`src/rtl/ram_burst_reader.sv`:
```
// ram_burst_reader: burst read controller turning a (addr, count) command into a valid/ready word stream
module ram_burst_reader #(
  parameter int DATA_WIDTH = 10,
  parameter int ADDR_WIDTH = 8
) (
  input  logic                  clock,
  input  logic                  reset,
  input  logic                  cmd_valid,
  output logic                  cmd_ready,
  input  logic [ADDR_WIDTH-1:0] cmd_addr,
  input  logic [ADDR_WIDTH-1:0] cmd_count,
  output logic                  ram_renable,
  output logic [ADDR_WIDTH-1:0] ram_raddr,
  input  logic [DATA_WIDTH-1:0] ram_rdata,
  output logic                  out_valid,
  input  logic                  out_ready,
  output logic [DATA_WIDTH-1:0] out_data,
  output logic                  out_last,
  output logic                  busy
);
  typedef enum logic [1:0] {IDLE, READ, DRAIN} state_t;
  state_t                state, state_next;
  logic [ADDR_WIDTH-1:0] addr_q;
  logic [ADDR_WIDTH:0]   remaining;
  logic                  pending, pending_last;
  logic [DATA_WIDTH-1:0] data0, data1;
  logic                  last0, last1;
  logic [1:0]            level;
  logic [2:0]            occupancy;
  logic                  pop, push, accept, issue, wr0, wr1, shift;
  // handshakes, issue throttle and buffer write/shift decisions
  always_comb begin
    pop       = (level != 2'd0) && out_ready;
    push      = pending;
    accept    = (state == IDLE) && cmd_valid;
    occupancy = {1'b0, level} + {2'b0, pending} - {2'b0, pop};
    issue     = (state == READ) && (remaining != '0) && (occupancy < 3'd2);
    wr0       = push && ((level == 2'd0) || ((level == 2'd1) && pop));
    wr1       = push && (((level == 2'd1) && !pop) || ((level == 2'd2) && pop));
    shift     = pop && (level == 2'd2);
  end
  // next-state logic and outputs
  always_comb begin
    state_next  = state;
    cmd_ready   = (state == IDLE);
    busy        = (state != IDLE);
    ram_renable = issue;
    ram_raddr   = addr_q;
    out_valid   = (level != 2'd0);
    out_data    = data0;
    out_last    = last0 && (level != 2'd0);
    case (state)
      IDLE:    state_next = accept ? READ : IDLE;
      READ:    state_next = (remaining == '0) ? DRAIN : READ;
      DRAIN:   state_next = (pop && last0) ? IDLE : DRAIN;
      default: state_next = IDLE;
    endcase
  end
  // state register
  always_ff @(posedge clock or posedge reset) begin
    if (reset) state <= IDLE;
    else       state <= state_next;
  end
  // address and remaining-word counters; remaining is one bit wider so a full-depth burst fits
  always_ff @(posedge clock or posedge reset) begin
    if (reset) begin
      addr_q    <= '0;
      remaining <= '0;
    end else if (accept) begin
      addr_q    <= cmd_addr;
      remaining <= {1'b0, cmd_count} + (ADDR_WIDTH+1)'(1);
    end else if (issue) begin
      addr_q    <= addr_q + ADDR_WIDTH'(1);
      remaining <= remaining - (ADDR_WIDTH+1)'(1);
    end
  end
  // one read in flight: its data arrives on ram_rdata the cycle after issue
  always_ff @(posedge clock or posedge reset) begin
    if (reset) begin
      pending      <= 1'b0;
      pending_last <= 1'b0;
    end else begin
      pending      <= issue;
      pending_last <= issue && (remaining == (ADDR_WIDTH+1)'(1));
    end
  end
  // two-entry output FIFO, entry 0 is the presented head
  always_ff @(posedge clock or posedge reset) begin
    if (reset) begin
      level <= 2'd0;
      data0 <= '0;
      last0 <= 1'b0;
      data1 <= '0;
      last1 <= 1'b0;
    end else begin
      level <= level + {1'b0, push} - {1'b0, pop};
      if (wr0) begin
        data0 <= ram_rdata;
        last0 <= pending_last;
      end else if (shift) begin
        data0 <= data1;
        last0 <= last1;
      end
      if (wr1) begin
        data1 <= ram_rdata;
        last1 <= pending_last;
      end
    end
  end
endmodule

```
`config.mk`:
```
export PLATFORM = sky130hd
export DESIGN_NAME = ram_burst_reader
export DESIGN_NICKNAME = d
export VERILOG_FILES = /design/src/rtl/ram_burst_reader.sv
export SDC_FILE = /design/constraint.sdc
export NUM_CORES = 1
export LEC_CHECK = 0
export BUFFER_PORTS_ARGS = -buffer_cell sky130_fd_sc_hd__buf_2
export CAP_MARGIN = 0
export CORE_UTILIZATION = 50
export DETAILED_ROUTE_END_ITERATION = 7
export PLACE_DENSITY = 0.8
export SLEW_MARGIN = 20
export SYNTH_ARGS = -nofsm -noshare
export SYNTH_HDL_FRONTEND = slang
export SYNTH_SLANG_ARGS = --single-unit
```
`constraint.sdc`:
```
create_clock -name clock -period 5.9 [get_ports clock]
set_input_delay 1.475 -clock clock [delete_from_list [all_inputs] [get_ports clock]]
set_output_delay 1.475 -clock clock [all_outputs]
set_load 0.01 [all_outputs]
```
== Word-level counts from Yosys, hierarchy flattened ==
Cells that the tools add are included.

* Add/sub/neg operators: 7
* Magnitude comparators: 1
* Equal/unequal tests: 5
* Mux-type cells: 12
* Reduce and logical (&&, ||, !) cells: 23

{| class="wikitable"
|+ Operators by type and width
! operator !! number
|-
| 2-to-1 mux 10 bit || 2
|-
| 2-to-1 mux 9 bit || 2
|-
| 2-to-1 mux 8 bit || 2
|-
| logical AND 1 bit || 12
|-
| adder 8 x 1 -> 9 bit, second input constant || 1
|-
| equality test 9 x 1 -> 1 bit, second input constant || 1
|-
| zero test 9 bit || 1
|-
| nonzero test 9 bit || 1
|-
| subtractor 9 x 1 -> 9 bit, second input constant || 1
|-
| adder 8 x 1 -> 8 bit, second input constant || 1
|-
| nonzero test 2 bit || 4
|-
| one-hot mux 2 bit (3 select lines) || 1
|-
| equality test 2 x 1 -> 1 bit, second input constant || 2
|-
| equality test 2 bit, second input constant || 2
|-
| zero test 2 bit || 2
|-
| 2-to-1 mux 2 bit || 2
|-
| adder 2 x 1 -> 3 bit || 1
|-
| < comparator 3 x 2 -> 1 bit, second input constant || 1
|-
| 2-to-1 mux 1 bit || 3
|-
| subtractor 3 x 1 -> 3 bit || 1
|-
| adder 2 x 1 -> 2 bit || 1
|-
| logical OR 1 bit || 2
|-
| subtractor 2 x 1 -> 2 bit || 1
|-
| zero test 1 bit || 1
|}

* Flip-flop bits (word level): 45
* Word-level logic and storage cells: 58

== Longest topological paths before layout ==
Gate-level depths: netlist (run 1).

* Depth in word-level cells: 7
* Gate-level depth with buffers: 10
* Mapped depth without buffers: 8

== Worst setup path after synthesis (run 1) ==
No wires, ideal clock.

* Kind: input port to output port
* From: input out_ready
* To: output ram_renable
* Arrival time: 3.608 ns
* Data required time: 4.425 ns
* Path slack: 0.817 ns
* Stages: 9
* Buffers on the path: 2
* Path through: nand3b_1 buf_2 nand2_1 ha_1 fa_1 nor3b_2 nand2_2 clkbuf_1 nor2_1

* Word-level cells in the longest chain between the ends: 4

{| class="wikitable"
|+ Ends and longest elaborated chain
! item !! RTL line !! source
|-
| start, declared || 16 || <nowiki>input logic out_ready,</nowiki>
|-
| logical AND 1 bit || 33 || <nowiki>pop = (level != 2'd0) && out_ready;</nowiki>
|-
| subtractor 3 x 1 -> 3 bit || 36 || <nowiki>occupancy = {1'b0, level} + {2'b0, pending} - {2'b0, pop};</nowiki>
|-
| named net occupancy[1] || 29 || <nowiki>logic [2:0] occupancy;</nowiki>
|-
| < comparator 3 x 2 -> 1 bit || 37 || <nowiki>issue = (state == READ) && (remaining != '0) && (occupancy < 3'd2);</nowiki>
|-
| logical AND 1 bit || 37 ||
|-
| end, declared || 12 || <nowiki>output logic ram_renable,</nowiki>
|}

The timed path passes the listed nets, and every way through them passes these cells.

== Worst setup path after layout (run 1) ==
Ends and elaborated chain as after synthesis.

==> results of run 1 <==
## cell type report
cell class	count	share of cell area, %
multi-input cells	175	42.5
clock inverters	3	1.66
well taps	52	2.33
clock buffers	5	2.47
repair buffers	54	9.86
inverters	6	0.807
flip-flops and latches	45	40.3
## state kept, by name, summed over array words and instances, names as in the netlist
register / cells
data1: 10
last0: 1
last1: 1
level: 2
out_data: 10
pending: 1
pending_last: 1
ram_raddr: 8
remaining: 9
state: 2
## per-stage QoR
step	total power, uW	hold WS (ps)	utilization [%]	instance area (um2)	setup slack, ps
4_1_cts	1430	497	62.4	2790	765
2_1_floorplan	1000	446	-	2380	817
3_5_place_dp	1190	481	59.8	2680	766
5_1_grt	1540	539	62.4	2790	565
3_3_place_gp	1170	456	59.8	2680	902
6_report	1420	491	62.4	2790	772
## cell usage in the layout, fill, tap and decap left out, types with 2 or more instances in the layout
cell      synthesis  routed
buf_2             4      52
dfrtp_1          45      45
nand2_1          22      22
o21ai_0          17      17
mux2i_1          15      15
nor2_1           15      15
nand3_1          15      15
mux2_2           11      11
a31oi_1           8       8
o211ai_1          6       6
or3_1             6       6
or4_1             6       6
inv_1             6       5
and3_1            5       5
o31ai_1           5       5
ha_1              5       5
clkbuf_8          0       5
nand4_1           4       4
nor4_1            3       3
xor2_1            3       3
xnor2_1           3       3
a21oi_1           3       3
nand2b_1          2       2
and2_1            2       2
nor4b_1           2       2
nor3b_1           2       2
buf_4             0       2
## cells by family (layout without fill, tap and decap cells)
group / after synthesis / count (layout) / share of synthesized area [%]
xor+xnor: 7 / 7 / 2.89
simple gates: 92 / 92 / 20.6
buf+inv: 16 / 68 / 2.74
mux: 26 / 26 / 11.5
fa+ha+maj: 6 / 6 / 3.47
compound gates: 44 / 44 / 11.4
flops: 45 / 45 / 47.3
## where the power goes
group	leakage [uW]	switching, uW	internal, uW
clock network	0.0000543	108	127
registers	0.000547	120	446
logic	0.000715	343	277
## routing by layer
metal  vias up  wire (um)  GRT usage [%]
met5         -          0              0
met4         0         65           7.78
met3         4        212           4.13
met2        50       2290           33.1
met1       932       2250           29.4
li1        965          -              -
## how the worst max path moves through the flow
| stage | slack, ps | startpoint | endpoint | cells after the start |
|---|---|---|---|---|
| finish | 770 | out_ready | ram_renable | 9 |
| detailed placement | 770 | out_ready | ram_renable | 9 |
| global placement | 900 | out_ready | ram_renable | 9 |
| global route | 560 | out_ready | ram_renable | 9 |
| CTS | 770 | out_ready | ram_renable | 9 |
| floorplan | 820 | out_ready | ram_renable | 9 |
## worst reg2reg max path, delay by kind of cell, from the launching register on
kind	cells	cell delay, ps
AOI/OAI and AO/OA	1	190
and+or+nand+nor	5	1550
adders and majority gates	2	680
DFF	1	460
==> impl_results.md, run 1 <==
* Status: complete, but fails checks
* Failing checks: design-rule violations
* Reg2reg end: ram_raddr[4]
* Die W at 71.0 um
* WP data required at between 4000 and 5000 ps
* # resized after CTS at 0
* Max-slew headroom at 37.3%
* Setup tns final at 0 ps
* RR Startpoint: level[1]
* Die Y at 71.0 um
* Fin. Hold Viols at 0
* Grt ovf at 0
* RSZ-0062 raised after global routing: false
* Worst slew pin tran at ~940 ps
* Slew Limit Fails at 0
* Maximum clock path buffer count at 2
* Drt pass-1 iters at 7
* Register-to-register setup slack at 2950 ps
* Primary FF master, synth: dfrtp_1
* Fin crit share at slightly below 90%
* Syn_area_per_cell at approximately 10 um2
* FFs w/ async S/R, synth at 100%
* Critical Path End Type: output port
* Hold Startpoint: pending_last
* Reg2Reg Depth at 8
* Clk root buf: clkbuf_8
* Buf/Inv on CP at 2
* Sink of the worst hold path: last0
* CTS tree: done
* Synthesized cell area at roughly 2400 um2
* Share of the synthesized area in the top cell type at a little under half
* Vias in the first global route at 1809
* Worst Setup Start Kind: input pin
* FP Rows at 24
* GRT Resource Usage Total at 21.2%
* Final nets at ~320
* Area of the multi-input gates at between 1000 and 1500 um2
* Detailed Route WL at between 4000 and 5000 um
* P per Cell Area at ~500 nW/um2
* DIE AREA at a little over 5000 um2
* Worst VDD drop at ~0.25 mV
* DR iter-0 viols at roughly 140
* Crit path top cell by count: buf_2
* Crit-path cells: buf_2, nand3b_1, nand2_1, ha_1, fa_1, nor3b_2, nand2_2, nor2_1, buf_2
* Max Cap Viol at 0
* Unique masters post-synth at 41
* Via density at around 5.7
* Post-CTS Setup Bufs at 0
* Sequential fraction of the synthesis area at a little under half
* Vias at around 2000
* Pin count of the biggest net entering global routing at 46
* Synth top cells by count: 45 x dfrtp_1, 22 x nand2_1, 17 x o21ai_0
* Core Footprint at approximately 4500 um2
* Clock Skew at 9.07 ps
* Hold WC Path Type: flip-flop to flip-flop
* Leakage at ~0.0013 uW
* Layout cells sized above 1 at between 20% and 30%
* Worst-path fanout max at 17
* Crit Path Class: input pin to output port
* Routed WL per cell at 14.2 um
* Yosys warning count at 0
* WP data arrival at ~3700 ps
* H-tree levels at 2
* Cells after synthesis at ~240
* Clock slew at reported path FFs at about 90 ps
* CP max stage delay at between 400 and 500 ps
* Layout Cells excl Fill at 340
* # DRC at 4
* Max frequency at about 200 MHz
* Num ports at 53
* Most frequent cell after synthesis: dfrtp_1
* Min cycle time layout at 5130 ps
* First-pass GRT wire length at 8360 um
* Sink Count at 45
* I/O Buffers at 52
* N_diodes at 0
* Antenna-violating nets left at 0
* Initial Util at between 50% and 60%
* Placed insts at around 330
* Seq cells post-synth at 45
* Number of synthesized flops with an enable pin at 0
* Reg area at around 1100 um2
* CTS Hold Bufs at 0
* Area contributors post-synth: dfrtp_1 47%, mux2i_1 6.3%, mux2_2 5.2%, o21ai_0 3.6%, nand2_1 3.5%
* Final setup vio count at 0
* Largest area contributor in the netlist: dfrtp_1
* P&R area growth vs syn at 17.4%
* Critical Path Slowest Stage Cell: fa_1
* Clk Latency, worst-skew pair at 300 ps
* Total CTS buffers at 5
* Post-Syn Nets at roughly 270
* Gp weighted congestion at approximately 0.87
* Cell family with most CP delay: simple AND/OR/NAND/NOR gates
* Fill cell count at between 300 and 400
* Cell depth of the worst hold path at 2
* Initial antenna violation count at 0
* HPWL after DPL at 3410 um
(Power assumes the default switching activity.)
==> run 2: changes to the inputs <==
REMOVE_ABC_BUFFERS = 1   (was default)
SKIP_LAST_GASP = 1   (was default)
==> run 2 against run 1 <==
- the run still ends with design-rule violations left
- cell area is 0.63% lower
- register-to-register slack hardly changed
- via count is 2.6% higher
- largest cell class unchanged
- highest routed layer unchanged
==> impl_results.md, run 2 (synthesis gave the netlist of run 1 again) <==
* Status: complete, but fails checks
* Hold WC Path Type: flip-flop to flip-flop
* Psw at about 580 uW
* RSZ-0062 raised after global routing: false
* Commonest non-fill, non-tap cell in the layout: buf_2
* Fin crit share at between 80 and 90%
* N_diodes at 0
* Max frequency at 195 MHz
* Pre-CTS setup slack at slightly below 800 ps
* I/O Buffers at 52
* Setup tns final at 0 ps
* Critical Path End Type: output port
* Commonest non-fill, non-tap cells in the layout: 52 x buf_2, 45 x dfrtp_1, 22 x nand2_1, 17 x o21ai_0
* Max-slew headroom at a little under half
* Met2 Resource Use GR at 32.3%
* Num ports at 53
* Power consumption at ~1400 uW
* Vias at between 2000 and 2500
* Clk root buf: clkbuf_8
* Setup WS post-layout at between 700 and 800 ps
* CTS tree: done
* First-pass GRT wire length at 8260 um
* Worst slew pin tran at 811 ps
* Gr busiest metal: met2
* Power share of the combinational group at 44.7%
* FP Rows at 24
* Grt ovf at 0
* Clock slew at reported path FFs at roughly 90 ps
* Clk pwr share at between 10% and 20%
* Drt pass-1 iters at 8
* Min cycle time layout at around 5000 ps
* M1 GR Usage at 28.9%
* Crit path capture: ram_renable
* Worst-path fanout max at 17
* P per Cell Area at ~500 nW/um2
* Reg2Reg Depth at 8
* Vias in the first global route at 1791
* Via density at around 6
* Crit. Startpoint: out_ready
* Die W at just over 70 um
* # DRC at 3
* # resized after CTS at 0
* Die Y at about 70 um
* Max Cap Viol at 0
* RR Startpoint: level[1]
* Clock Skew at around 6.3 ps
* Reg2reg end: ram_raddr[7]
* Routed WL per cell at 14.6 um
* Total CTS buffers at 5
* HPWL after DPL at ~3500 um
* M3 GR Usage at 4.70%
* Placed Area at between 2000 and 3000 um2
* Register-to-register setup slack at approximately 3000 ps
* P&R area growth vs syn at 16.6%
* Leakage at 0.00131 uW
* Failing checks: design-rule violations
* Fin. Hold Viols at 0
* H-tree levels at 2
* CTS Hold Bufs at 0
* Internal power at 807 uW
* Gp weighted congestion at roughly 0.80
* Sw frac at 41.9%
* WP data required at approximately 4400 ps
* Sink Count at 45
* Worst Setup Start Kind: input pin
* Fill cell count at roughly 370
* Final setup vio count at 0
* GRT Resource Usage Total at a little over a fifth
* Initial Util at 53.2%
* WP data arrival at 3660 ps
* DR iter-0 viols at approximately 120
* Maximum clock path buffer count at 2
* Post-CTS Setup Bufs at 0
* Core Footprint at about 4500 um2
* Pin count of the biggest net entering global routing at between 40 and 50
* Design area at between 2000 and 3000 um2
* Seq pwr share at 41.1%
* Slew Limit Fails at 0
* Worst VDD drop at between 0.3 and 0.4 mV
* Antenna-violating nets left at 0
* Final nets at 324
* Finished Core Util at 62.0%
* Layout cells sized above 1 at a little over a quarter
* Initial antenna violation count at 0
* DIE AREA at 5040 um2
* Detailed Route WL at 4990 um
* Crit Path Class: input pin to output port
* Clk Latency, worst-skew pair at about 310 ps
[run 2: worst min-delay path by stage]
stage	startpoint	endpoint	slack, ps	cells past startpoint
5_1_grt	data1[1]	data1[1]	530	1
2_1_floorplan	pending_last	last0	450	2
6_report	pending_last	last0	510	2
3_3_place_gp	pending_last	last0	460	2
3_5_place_dp	pending_last	last0	480	2
4_1_cts	pending_last	last0	500	2
[run 2: layer usage]
layer | vias to the layer above | share of wire (%)
li1 | 972 | -
met1 | 946 | 46
met2 | 77 | 46
met3 | 7 | 6.1
met4 | 0 | 1.5
met5 | - | 0
[run 2: per-stage QoR]
step | instances | hold WS, ps
after floorplan | 226 | 446
after global placement | 333 | 461
after detailed placement | 333 | 480
after CTS | 341 | 503
after global routing | 341 | 535
final | 341 | 507
[run 2: layout make-up]
type	instances	area [um2]	area share [%]
tap	52	65.1	2.35
inverter	6	22.5	0.812
sequential	45	1130	40.6
timing repair buffer	55	283	10.2
multi-input combinational	175	1190	42.8
clock inverter	3	21.3	0.767
clock buffer	5	68.8	2.48
[run 2: critical path: stages]
cell and delay [ps]:
buf_2 110, nand3b_1 160, nand2_1 80, ha_1 200
fa_1 480, nor3b_2 400, nand2_2 280, nor2_1 290
buf_2 180
[run 2: power groups by stage]
stage	registers, uW	clock network (uW)	logic (uW)
after global routing	592	212	700
after CTS	568	202	625
after global placement	567	0	601
final	572	197	621
after floorplan	573	0	417
after detailed placement	573	0	622
==> run 3: changes to the inputs <==
CORE_UTILIZATION = 45   (was 50)
PLACE_DENSITY = 0.73   (was 0.8)
==> run 3 against run 2 <==
- sequential cell count stayed put
- cell area increased by 0.81%
- sequential share of layout area down 0.33 points
- combinational power about the same
- critical path depth stayed put
- count of clock-buffer cells in the layout unchanged
- critical endpoint unchanged
- global-route usage decreased by 0.74 points
- die area rose by 11%
- first-iteration DRC count up 12%
- cell count up 5.3%
- hold slack lost 15 ps
- the flow now finishes without violations
==> impl_results.md, run 3 (synthesis gave the netlist of run 1 again) <==
* Status: complete, no violations
* Die Y at between 70 and 80 um
* Crit. Startpoint: out_ready
* Die W at roughly 75 um
* Max frequency at just under 200 MHz
* DR iter-0 viols at about 140
* Routed WL per cell at roughly 14 um
* # DRC at 0
* Detailed Route WL at between 5000 and 6000 um
* Clock slew at reported path FFs at around 90 ps
* Layout Cells excl Fill at between 300 and 400
* WP data arrival at 3690 ps
* Fin. Hold Viols at 0
* Post-CTS Setup Bufs at 0
* FP Rows at 26
* GRT Resource Usage Total at 20.3%
* Clk root buf: clkbuf_8
* Fin crit share at 87.6%
* Final setup vio count at 0
* Commonest non-fill, non-tap cells in the layout: 52 x buf_2, 45 x dfrtp_1, 22 x nand2_1, 17 x o21ai_0
* HPWL after DPL at about 3600 um
* RR Startpoint: level[1]
* Placed Area at about 2700 um2
* Grt ovf at 0
* Final nets at roughly 320
* Placed insts at 351
* Gp weighted congestion at 0.810
* Drt pass-1 iters at 4
* Leakage at roughly 0.0013 uW
* DIE AREA at 5580 um2
* Fill cell count at 474
* RSZ-0062 raised after global routing: false
* Clk Latency, worst-skew pair at around 310 ps
* Critical Path End Type: output port
* P per Cell Area at roughly 500 nW/um2
* # resized after CTS at 0
* Worst slew pin tran at 792 ps
* Maximum clock path buffer count at 2
* WP data required at 4430 ps
* First-pass GRT wire length at ~8500 um
* Min cycle time layout at just over 5000 ps
* Clock Skew at between 7 and 8 ps
* Sink Count at 45
* Initial Util at 46.6%
* Setup tns final at 0 ps
* Hold Startpoint: pending_last
* H-tree levels at 2
* Antenna-violating nets left at 0
* Max Cap Viol at 0
* Hold WC Path Type: flip-flop to flip-flop
* Commonest non-fill, non-tap cell in the layout: buf_2
* Worst Setup Start Kind: input pin
* Core Footprint at 5110 um2
* Worst VDD drop at 0.263 mV
* CTS tree: done
* Slew Limit Fails at 0
* Initial antenna violation count at 0
* Vias at 2007
* CTS Hold Bufs at 0
* Crit Path Class: input pin to output port
* Via density at roughly 5.6
* Layout cells sized above 1 at between 20 and 30%
* Design area at ~2800 um2
* Pin count of the biggest net entering global routing at 46
* Total CTS buffers at 5
* N_diodes at 0
* I/O Buffers at 52
* Worst-path fanout max at 17
* P&R area growth vs syn at 17.6%
* Max-slew headroom at a little under half
* Vias in the first global route at 1915
* Num ports at 53
-- run 3: layout make-up --
type / instances / area [um2] / area share [%]
Inverter: 6 / 22.5 / 0.805
Multi-Input combinational cell: 175 / 1190 / 42.5
Sequential cell: 45 / 1130 / 40.3
Clock buffer: 5 / 68.8 / 2.46
Clock inverter: 3 / 21.3 / 0.761
Timing Repair Buffer: 55 / 283 / 10.1
Tap cell: 70 / 87.6 / 3.13
-- run 3: stage by stage --
step	hold slack [ps]	setup WS (ps)	utilization [%]	total power, uW
3_3_place_gp	467	908	53.0	1170
5_1_grt	515	551	54.8	1510
4_1_cts	498	745	54.8	1400
3_5_place_dp	474	756	53.0	1200
6_report	492	731	54.8	1390
2_1_floorplan	446	839	-	990
-- run 3: path summary, 6_finish.rpt --
| check | slack (ps) | endpoint | cells past startpoint |
|---|---|---|---|
| setup / recovery | 730 | ram_renable | 9 |
| hold / removal | 490 | last0 | 2 |
| setup reg to reg | 2870 | ram_raddr[7] | 8 |
| hold reg to reg | 490 | last0 | 2 |
| max in group asynchronous | 4220 | remaining[8] | 3 |
| min in group asynchronous | 1300 | data1[6] | 3 |
-- run 3: power breakdown --
part | internal, uW | switching, uW | leakage, uW
Clock | 84.1 | 113 | 0.0000445
Combinational | 277 | 343 | 0.000718
Sequential | 446 | 128 | 0.000547
Total | 808 | 584 | 0.00131
-- run 3: worst max-delay path, stage by stage --
cell and delay (ps):
buf_2 110, nand3b_1 160, nand2_1 80, ha_1 210, fa_1 480, nor3b_2 410
nand2_2 280, nor2_1 290, buf_2 180
-- run 3: metal layers --
layer	global-route usage [%]	part of all wire [%]	vias up
met5	0	0	-
met4	9.22	1.9	0
met3	4.15	4.9	10
met2	33.1	47	64
met1	26.1	46	966
li1	-	-	967
